File: src/rtl/reset_sequencer.sv
`default_nettype none
// ============================================================================
// Module   : reset_sequencer
// Brief    : Staggered multi-channel reset release with clock-gate enables.
//            Optional reverse-order shutdown walk when RESET_SEQ_SHUTDOWN_EN
//            is defined.
// Revision : 1.0 - initial release
// ============================================================================
module reset_sequencer #(
    parameter int NUM_CH      = 4,
    parameter int HOLD_CYCLES = 8,
    parameter int STAGGER     = 4
) (
    input  logic              clk,
    input  logic              reset,
    input  logic              shutdown_i,
    output logic [NUM_CH-1:0] gate_clk_en_o,
    output logic [NUM_CH-1:0] release_reset_o,
    output logic              done_o
);

    localparam int CNT_MAX = (HOLD_CYCLES > STAGGER) ? HOLD_CYCLES : STAGGER;
    localparam int CNT_W   = $clog2(CNT_MAX + 1);
    localparam int IDX_W   = (NUM_CH > 1) ? $clog2(NUM_CH) : 1;

    localparam logic [CNT_W-1:0] C_HOLD_LAST = CNT_W'(HOLD_CYCLES - 1);
    localparam logic [CNT_W-1:0] C_STAG_LAST = CNT_W'(STAGGER - 1);
    localparam logic [CNT_W-1:0] C_CNT_SAT   = CNT_W'(CNT_MAX);
    localparam logic [CNT_W-1:0] C_CNT_ONE   = CNT_W'(1);
    localparam logic [IDX_W-1:0] C_IDX_LAST  = IDX_W'(NUM_CH - 1);
    localparam logic [IDX_W-1:0] C_IDX_ONE   = IDX_W'(1);

    typedef enum logic [2:0] {
        ST_HOLD     = 3'd0,
        ST_RELEASE  = 3'd1,
        ST_RUN      = 3'd2
`ifdef RESET_SEQ_SHUTDOWN_EN
        ,
        ST_SHUTDOWN = 3'd3,
        ST_HALT     = 3'd4
`endif
    } state_t;

    state_t            state_q, state_d;
    logic [CNT_W-1:0]  cnt_q, cnt_d;
    logic [IDX_W-1:0]  idx_q, idx_d;
    logic [NUM_CH-1:0] gate_q, gate_d;
    logic [NUM_CH-1:0] rel_q, rel_d;
    logic              done_q, done_d;

    logic [CNT_W-1:0]  cnt_inc;
    logic [IDX_W-1:0]  idx_up;
    logic [IDX_W-1:0]  idx_dn;

    assign cnt_inc = (cnt_q == C_CNT_SAT) ? cnt_q : cnt_q + C_CNT_ONE;
    assign idx_up  = idx_q + C_IDX_ONE;
    assign idx_dn  = idx_q - C_IDX_ONE;

`ifndef RESET_SEQ_SHUTDOWN_EN
    logic unused_shutdown;
    assign unused_shutdown = shutdown_i;
`endif

    always_comb begin
        state_d = state_q;
        cnt_d   = cnt_q;
        idx_d   = idx_q;
        gate_d  = gate_q;
        rel_d   = rel_q;
        done_d  = done_q;

        case (state_q)
            ST_HOLD: begin
                if (cnt_q == C_HOLD_LAST) begin
                    gate_d[0] = 1'b1;
                    state_d   = ST_RELEASE;
                    cnt_d     = '0;
                    idx_d     = '0;
                end else begin
                    cnt_d = cnt_inc;
                end
            end

            // cnt counts cycles since gate[idx] rose: release follows at 0,
            // next gate at STAGGER-1 (both on one edge when STAGGER==1).
            ST_RELEASE: begin
                cnt_d = cnt_inc;
                if (cnt_q == '0) begin
                    rel_d[idx_q] = 1'b1;
                end
                if (idx_q == C_IDX_LAST) begin
                    if (cnt_q == C_CNT_ONE) begin
                        state_d = ST_RUN;
                        done_d  = 1'b1;
                        cnt_d   = '0;
                    end
                end else if (cnt_q == C_STAG_LAST) begin
                    gate_d[idx_up] = 1'b1;
                    idx_d          = idx_up;
                    cnt_d          = '0;
                end
            end

            ST_RUN: begin
            end

`ifdef RESET_SEQ_SHUTDOWN_EN
            // Mirror of RELEASE: gate drops one cycle after its release,
            // next-lower release drops at STAGGER-1.
            ST_SHUTDOWN: begin
                cnt_d = cnt_inc;
                if (cnt_q == '0) begin
                    gate_d[idx_q] = 1'b0;
                    if (idx_q == '0) begin
                        state_d = ST_HALT;
                        cnt_d   = '0;
                    end
                end
                if ((idx_q != '0) && (cnt_q == C_STAG_LAST)) begin
                    rel_d[idx_dn] = 1'b0;
                    idx_d         = idx_dn;
                    cnt_d         = '0;
                end
            end

            ST_HALT: begin
                gate_d = '0;
                rel_d  = '0;
                done_d = 1'b0;
                if (!shutdown_i) begin
                    state_d = ST_HOLD;
                    cnt_d   = '0;
                    idx_d   = '0;
                end
            end
`endif

            default: begin
                state_d = ST_HOLD;
                cnt_d   = '0;
                idx_d   = '0;
                gate_d  = '0;
                rel_d   = '0;
                done_d  = 1'b0;
            end
        endcase

`ifdef RESET_SEQ_SHUTDOWN_EN
        // idx_q is the highest gated channel in both RELEASE and RUN.
        if (shutdown_i && ((state_q == ST_RELEASE) || (state_q == ST_RUN))) begin
            state_d      = ST_SHUTDOWN;
            gate_d       = gate_q;
            rel_d        = rel_q;
            rel_d[idx_q] = 1'b0;
            idx_d        = idx_q;
            cnt_d        = '0;
            done_d       = 1'b0;
        end
`endif
    end

    always_ff @(posedge clk) begin
        if (reset) begin
            state_q <= ST_HOLD;
            cnt_q   <= '0;
            idx_q   <= '0;
            gate_q  <= '0;
            rel_q   <= '0;
            done_q  <= 1'b0;
        end else begin
            state_q <= state_d;
            cnt_q   <= cnt_d;
            idx_q   <= idx_d;
            gate_q  <= gate_d;
            rel_q   <= rel_d;
            done_q  <= done_d;
        end
    end

    assign gate_clk_en_o   = gate_q;
    assign release_reset_o = rel_q;
    assign done_o          = done_q;

endmodule
`default_nettype wire

File: config.mk
export PLATFORM = sky130hd
export DESIGN_NAME = reset_sequencer
export DESIGN_NICKNAME = d
export VERILOG_FILES = /design/src/rtl/reset_sequencer.sv
export SDC_FILE = /design/constraint.sdc
export NUM_CORES = 1
export LEC_CHECK = 0
export ABC_AREA = 1
export CAP_MARGIN = 20
export CELL_PAD_IN_SITES_DETAIL_PLACEMENT = 0
export CELL_PAD_IN_SITES_GLOBAL_PLACEMENT = 1
export CORE_UTILIZATION = 40
export DETAILED_ROUTE_END_ITERATION = 8
export PLACE_DENSITY = 0.81
export SLEW_MARGIN = 10
export SYNTH_ARGS = -nofsm -noshare
export SYNTH_HDL_FRONTEND = slang
export SYNTH_SLANG_ARGS = --single-unit
File: constraint.sdc
create_clock -name clk -period 2.66 [get_ports clk]
set_input_delay 0.798 -clock clk [delete_from_list [all_inputs] [get_ports clk]]
set_output_delay 0.798 -clock clk [all_outputs]
set_load 0.005 [all_outputs]
== Yosys cells after proc, flatten, opt, wreduce, memory -nomap -nowiden ==
Cells that the tools add are included.

* Latch bits: 0
* Output and inout port bits: 9
* Memories kept: 0
* Input port bits: 3
* Bits in registers: 18
* Bits in writable memories: 0
* ROM bits: 0
* Logic and storage cells: 68

* Shift-type cells: 0
* $lt $le $gt $ge: 4
* Divide/modulo/power cells: 0
* $mul: 0
* Equality and inequality tests: 13
* $add $sub $neg: 2
* Multiplexer cells: 28
* Reduce and logical (&&, ||, !) cells: 10
* Bitwise operators: 4

{| class="wikitable"
|+ Operator list
! operator !! number
|-
| 4-bit 2-to-1 mux || 8
|-
| 2-bit != test (second input constant) || 6
|-
| 4-bit one-hot mux with 3 select lines || 1
|-
| 3-bit 2-to-1 mux || 3
|-
| 3-bit one-hot mux with 3 select lines || 1
|-
| 4-bit OR || 2
|-
| 4-bit one-hot mux with 2 select lines || 1
|-
| 4-bit AND reduction || 2
|-
| 2-bit by 3-bit < comparator with 1-bit output (second input constant) || 2
|-
| 2-bit 2-to-1 mux || 3
|-
| 2-bit one-hot mux with 3 select lines || 1
|-
| 3-bit one-hot mux with 2 select lines || 1
|-
| 3-bit AND reduction || 2
|-
| 1-bit 2-to-1 mux || 5
|-
| 4-bit by 1-bit adder with 4-bit output (second input constant) || 1
|-
| 1-bit demux with 2-bit select || 2
|-
| 4-bit by 1-bit == test with 1-bit output (second input constant) || 1
|-
| 4-bit by 2-bit == test with 1-bit output (second input constant) || 1
|-
| 4-bit by 3-bit == test with 1-bit output (second input constant) || 1
|-
| 4-bit == test (second input constant) || 1
|-
| 2-bit by 1-bit greater-or-equal comparator with 1-bit output (second input constant) || 2
|-
| 4-bit logical NOT || 1
|-
| 3-bit by 1-bit == test with 1-bit output (second input constant) || 1
|-
| 3-bit by 2-bit == test with 1-bit output (second input constant) || 1
|-
| 9 further kinds || 11
|}

== Logic depth before layout (Yosys ltp) ==
Gate-level depths: netlist (run 1).

* Depth after elaboration: 9
* Mapped depth: 9
* Gate-level depth less buffers: 9

== Worst setup path before layout (run 1) ==
OpenSTA, ideal clock, no wires.

* Kind: flip-flop to flip-flop
* From: reg cnt_q[0]
* To: reg cnt_q[3]
* Slack: 1.445 ns
* Cell stages (with the launch flop): 9
* Data required time: 2.546 ns
* Setup time: 0.114 ns
* Period minus slack after synthesis: 1.215 ns
* Path buffers: 0
* Data arrival time: 1.101 ns
* Cells stage by stage: dfxtp_1 -> ha_1 -> inv_1 -> nor2_2 -> nand2_1 -> nand3_2 -> nand2_2 -> nand2_1 -> a21oi_2

* Cells in the longest elaborated chain, start to end: 5
* Elaborated cells between the ends (all ways): 11
* Classes of those cells: add/sub (1); eq/ne (4); mux (6)

{| class="wikitable"
|+ RTL lines
! element !! RTL line !! RTL
|-
| start, declared || 45 || <nowiki>logic [CNT_W-1:0] cnt_q, cnt_d;</nowiki>
|-
| start signal, assigned || 172 || <nowiki>cnt_q <= cnt_d;</nowiki>
|-
| 4-bit by 1-bit adder with 4-bit output / 4-bit == test (equally long branches) || 55 || <nowiki>assign cnt_inc = (cnt_q == C_CNT_SAT) ? cnt_q : cnt_q + C_CNT_ONE;</nowiki>
|-
| 4-bit 2-to-1 mux || 55 ||
|-
| 4-bit 2-to-1 mux (on tied branches) || 97, 92 ||
|-
| 4-bit 2-to-1 mux || 91 || <nowiki>if (idx_q == C_IDX_LAST) begin</nowiki>
|-
| 4-bit one-hot mux with 3 select lines (*) || 72 || <nowiki>case (state_q)</nowiki>
|}

Every way passes the cells marked *; elsewhere a longest branch is shown, timed or not.
A chain may end at the register's enable or synchronous reset.

== Worst setup path in the final report (run 1) ==
* From: reg gate_q[3] (netlist: gate_clk_en_o[3])
* To: out gate_clk_en_o[3]

{| class="wikitable"
|+ RTL lines
! element !! RTL line !! RTL
|-
| start, declared || 47 || <nowiki>logic [NUM_CH-1:0] gate_q, gate_d;</nowiki>
|-
| start signal, assigned || 174 || <nowiki>gate_q <= gate_d;</nowiki>
|-
| end, declared || 17 || <nowiki>output logic [NUM_CH-1:0] gate_clk_en_o,</nowiki>
|}

No word-level cell between the ends.

==> results of run 1 <==
-- through the flow --
step                      worst slack (ps)  total power [mW]   util  hold WS (ps)  cell area (µm²)
after floorplan                       1450             0.303      -           447              933
after global routing                   657             0.469  0.490           489             1080
after CTS                              708             0.452  0.490           459             1080
after detailed placement               559             0.313  0.478           444             1060
final                                  727             0.447  0.490           459             1080
after global placement                 615             0.313  0.478           438             1060
-- flip-flops by register name (all words and copies together) (netlist names) --
signal / flops
cnt_q: 4
done_o: 1
gate_clk_en_o: 4
idx_q: 2
release_reset_o: 4
state_q: 2
-- path summary, 6_finish.rpt --
path                                        from                to  cells past startpoint
worst min-delay path            gate_clk_en_o[1]  gate_clk_en_o[1]                      2
worst max register to register          cnt_q[0]          idx_q[0]                      8
worst max-delay path            gate_clk_en_o[3]  gate_clk_en_o[3]                      1
worst min register to register  gate_clk_en_o[1]  gate_clk_en_o[1]                      2
-- layout make-up --
cell class	instances	share of cell area
multi-input cells	88	0.473
clock buffers	4	0.0242
repair buffers	10	0.0924
inverters	18	0.0635
flip-flops and latches	17	0.314
well taps	28	0.0323
-- Yosys cell counts --
cell type  instances  share of area
a21oi_1           14          0.075
a21oi_2            1         0.0094
a21oi_4            1          0.017
buf_6              1          0.012
clkinv_2           1         0.0054
dfxtp_1           17           0.36
ha_1               9           0.12
inv_1             15          0.060
inv_2              2         0.0080
nand2_1           32           0.13
nand2_2            5          0.034
nand3_1            5          0.027
nand3_2            1          0.011
nand4_1            1         0.0067
nor2_1             8          0.032
nor2_2             3          0.020
nor2_4             3          0.036
nor3_1             1         0.0054
o21ai_0            2          0.011
or2_2              1         0.0067
xor2_1             1         0.0094
-- per-layer routing --
layer / vias to the layer above / GRT usage / routed length, µm / share of wire
met5: - / 0 / 0 / 0
met4: 0 / 0.0787 / 34 / 0.019
met3: 4 / 0.0394 / 47 / 0.027
met2: 12 / 0.273 / 801 / 0.45
met1: 342 / 0.213 / 885 / 0.50
li1: 410 / - / - / -
-- worst min-delay path: cells and delay by family (launching register included) --
kind	cells	cell delay, ps
buffers and inverters	1	50
flip-flops	1	320
AO/OA/AOI/OAI	1	50
-- power by group through the flow --
| stage | registers, mW | logic (mW) | clock network [mW] |
|---|---|---|---|
| finish | 0.268 | 0.0387 | 0.140 |
| global route | 0.270 | 0.0445 | 0.155 |
| CTS | 0.268 | 0.0390 | 0.144 |
| detailed placement | 0.274 | 0.0389 | 0 |
| global placement | 0.274 | 0.0388 | 0 |
| floorplan | 0.271 | 0.0324 | 0 |
-- cell families (layout without fill, tap and decap cells) --
| kind of cell | Yosys count | count (layout) |
|---|---|---|
| simple gates | 60 | 60 |
| buf+inv | 19 | 32 |
| compound gates | 18 | 18 |
| flops | 17 | 17 |
| fa+ha+maj | 9 | 9 |
| xor+xnor | 1 | 1 |
==> flow_summary.toml, run 1 <==
[final_layout]
final_cells = 165
register_area_um2 = 340
num-fill-cells = 231
finalNetCount = 150
multi_input_area_um2 = 513
diodes = 0
most-common-layout-cells = "nand2_1 (32), dfxtp_1 (17), inv_1 (15)"
drive_gt1_frac = 0.153
syn2layout_area_growth_pct = 16.1
layout_commonest_cell = "nand2_1"

[yosys]
synth_compound_area_frac = 0.113
synthMuxAreaShare = 0
synth_fa_ha_area_frac = 0.121
synth_cells = 124
yosys.area_share.simple = 0.307
syn-num-nets = 136
yosysWarnings = 0
synth-seq-area-share = 0.365
synth_seq_cells = 17
synth_top_family_by_area = "simple AND/OR/NAND/NOR gates"
synth_cell_types = 21
syn_area_um2 = 933
syn_avg_cell_area_um2 = 7.53
synth-xor-area-share = 0.00938

[routing]
drc = 0
vias = 768
drt_wl_total_um = 1770
viasPerCell = 4.65
antenna_left = 0
drt-pass1-iter-count = 4
wire_per_inst_um = 10.7
dr.first_iter.drc_count = 8

[pwr]
ir_worst_vdd_uv = 262
pwr-share-comb = 0.087
power_frac_seq = 0.601
switchingPower_mw = 0.114
p_int_mw = 0.333
power_frac_clock = 0.313
p_leak_nw = 0.442
swShare = 0.255
p_per_area_nw_per_um2 = 412

[clock_tree]
cts_resized = 0
clkLatencyLatePin_ps = 280
clock_sinks = 17
cts_hold_buffers = 0
cts_tree = "done"
root_buffer = "clkbuf_4"
max-clock-path-buffers = 2
post-cts-setup-buffer-count = 0
path_clk_slew_ps = 110
cts_made_buffers = 3
h-tree-depth = 1

[worst_setup_path]
worstPathCellList = "clkdlybuf4s50_1"
crit_path_start_kind = "flop"
critPathSlowestCell = "clkdlybuf4s50_1"
cp_max_fo = 2
critPathTopFamily = "buffers and inverters"
critPathMaxStageDelay_ps = 500
worstSetupPathType = "flop to primary output"
endpoint_kind = "primary output"
worst-path-buf-inv = 1
arrival_ps = 1130
r2r_slack_ps = 1270
required_ps = 1860

[floorplanning]
num_rows = 17
die_y_um = 50.3
start_util = 0.422
io_pins = 12
dieArea_um2 = 2530
die_w_um = 50.3
coreArea_um2 = 2210

[timing]
hold_viol_final = 0
post-route-period-util = 0.727
slew_headroom = 0.798
clock.fmax_mhz = 517
slew_violations = 0
tightest_slew_ps = 302
rsz0062_at_grt = "no"
clock_skew_ps = 5.00
min_period_ps = 1930
tns_ps = 0
setup_viol = 0

[grt]
grt_pass1_vias = 774
grt_first_pass_wirelength_um = 3260
grt-ovfl-total = 0
grt_start_max_net_pins = 10
grt_usage = 0.170
grt_antenna_before_repair = 0

[flow_run]
maxCapViolCount = 0

[outcome]
status = "finished, final reports clean"

[placement]
dp_hpwl_um = 1380
numPlacedInstances = 161
place_congestion = 0.791
numPortBuffers = 10

[min_path]
hold_class = "flop to flop"
Power figures use the tool's default switching activity.
==> inputs of run 2 (changes only) <==
--- a/config.mk
+++ b/config.mk
@@ -9,9 +9,9 @@
 export CAP_MARGIN = 20
 export CELL_PAD_IN_SITES_DETAIL_PLACEMENT = 0
 export CELL_PAD_IN_SITES_GLOBAL_PLACEMENT = 1
-export CORE_UTILIZATION = 40
+export CORE_UTILIZATION = 38
 export DETAILED_ROUTE_END_ITERATION = 8
-export PLACE_DENSITY = 0.81
+export PLACE_DENSITY = 0.78
 export SLEW_MARGIN = 10
 export SYNTH_ARGS = -nofsm -noshare
 export SYNTH_HDL_FRONTEND = slang
==> constraint.sdc (replaced) <==
create_clock -name clk -period 1.79 [get_ports clk]
set_input_delay 0.537 -clock clk [delete_from_list [all_inputs] [get_ports clk]]
set_output_delay 0.537 -clock clk [all_outputs]
set_load 0.005 [all_outputs]
==> flow_summary.toml, run 2 (synthesized netlist as in run 1, its figures left out) <==
[outcome]
status = "finished, final reports clean"

[clock_tree]
cts_tree = "done"
cts_hold_buffers = 0
max-clock-path-buffers = 2
h-tree-depth = 1
root_buffer = "clkbuf_4"
cts_resized = 0
cts_made_buffers = 3
post-cts-setup-buffer-count = 0
path_clk_slew_ps = 90
clkLatencyLatePin_ps = 280
clock_sinks = 17

[worst_setup_path]
crit_path_start_kind = "flop"
required_ps = 1250
critPathSlowestCell = "clkdlybuf4s50_1"
r2r_slack_ps = 400
worstSetupPathType = "flop to primary output"
r2r_cells = 8
arrival_ps = 1130
cp_max_fo = 2
worstPathCellList = "clkdlybuf4s50_1"
critPathMaxStageDelay_ps = 500
r2r-start = "cnt_q[0]"
endpoint_kind = "primary output"
timing.rr.end = "cnt_q[1]"
critPathTopFamily = "buffers and inverters"
worst-path-buf-inv = 1

[floorplanning]
die_y_um = 51.6
io_pins = 12
start_util = 0.414
die_w_um = 51.6
coreArea_um2 = 2250
num_rows = 17
dieArea_um2 = 2660

[final_layout]
syn2layout_area_growth_pct = 16.9
final_cells = 166
most-common-layout-cells = "nand2_1 (32), dfxtp_1 (17), inv_1 (15)"
diodes = 0
num-fill-cells = 250
register_area_um2 = 340
layout_commonest_cell = "nand2_1"
drive_gt1_frac = 0.159
finalNetCount = 151
multi_input_area_um2 = 513

[routing]
drt-pass1-iter-count = 4
wire_per_inst_um = 10.5
drc = 0
vias = 748
antenna_left = 0
viasPerCell = 4.51
dr.first_iter.drc_count = 8
drt_wl_total_um = 1740

[placement]
place_congestion = 0.778
dp_slack_ps = 248
numPortBuffers = 10
numPlacedInstances = 162
dp_hpwl_um = 1400

[min_path]
whs_path_depth = 2
hold_class = "flop to flop"
min-delay-start = "gate_clk_en_o[1]"
hold_end = "gate_clk_en_o[1]"

[timing]
rsz0062_at_grt = "no"
slew_headroom = 0.797
tns_ps = 0
fin_ws_ps = 123
min_period_ps = 1670
clock.fmax_mhz = 600
hold-worst-slack_ps = 452
tightest_slew_ps = 304
setup_viol = 0
slew_violations = 0
clock_skew_ps = 2.60
post-route-period-util = 0.931
hold_viol_final = 0

[grt]
grt_start_max_net_pins = 10
grt_antenna_before_repair = 0
grt_pass1_vias = 696
grt_usage = 0.156
grt-ovfl-total = 0
grt_first_pass_wirelength_um = 3000

[pwr]
p_per_area_nw_per_um2 = 602
p_leak_nw = 0.447
ir_worst_vdd_uv = 365
finalPower_mw = 0.657

[flow_run]
maxCapViolCount = 0
[run 2: per-stage QoR]
| step | instance area [µm²] | util |
|---|---|---|
| 3_5_place_dp | 1060 | 0.472 |
| 4_1_cts | 1090 | 0.484 |
| 5_1_grt | 1090 | 0.484 |
| 3_3_place_gp | 1060 | 0.472 |
| 6_report | 1090 | 0.484 |
| 2_1_floorplan | 933 | - |
[run 2: worst max-delay path by stage]
| stage | start | to | slack [ps] | cells past startpoint |
|---|---|---|---|---|
| final | release_reset_o[2] | release_reset_o[2] | 120 | 1 |
| after global routing | release_reset_o[3] | release_reset_o[3] | 60 | 1 |
| after CTS | release_reset_o[2] | release_reset_o[2] | 110 | 1 |
| after detailed placement | reset | release_reset_o[2] | 250 | 4 |
| after global placement | reset | release_reset_o[3] | 270 | 4 |
| after floorplan | cnt_q[0] | cnt_q[3] | 580 | 8 |
[run 2: metal layers]
metal	GRT usage	wire, µm	part of all wire	up-vias
met3	0.0614	62	0.036	2
met4	0.0270	12	0.0069	0
li1	-	-	-	412
met5	0	0	0	-
met2	0.238	748	0.43	13
met1	0.209	914	0.53	321
[run 2: power breakdown]
group	switching, mW	internal [mW]
Clock	0.113	0.0865
Sequential	0.0120	0.387
Combinational	0.0356	0.0233
[run 2: final cells by class]
type / count / share of cell area
Inverter: 18 / 0.0631
Clock buffer: 4 / 0.0241
Tap cell: 28 / 0.0321
Multi-Input combinational cell: 88 / 0.470
Sequential cell: 17 / 0.312
Timing Repair Buffer: 11 / 0.0986
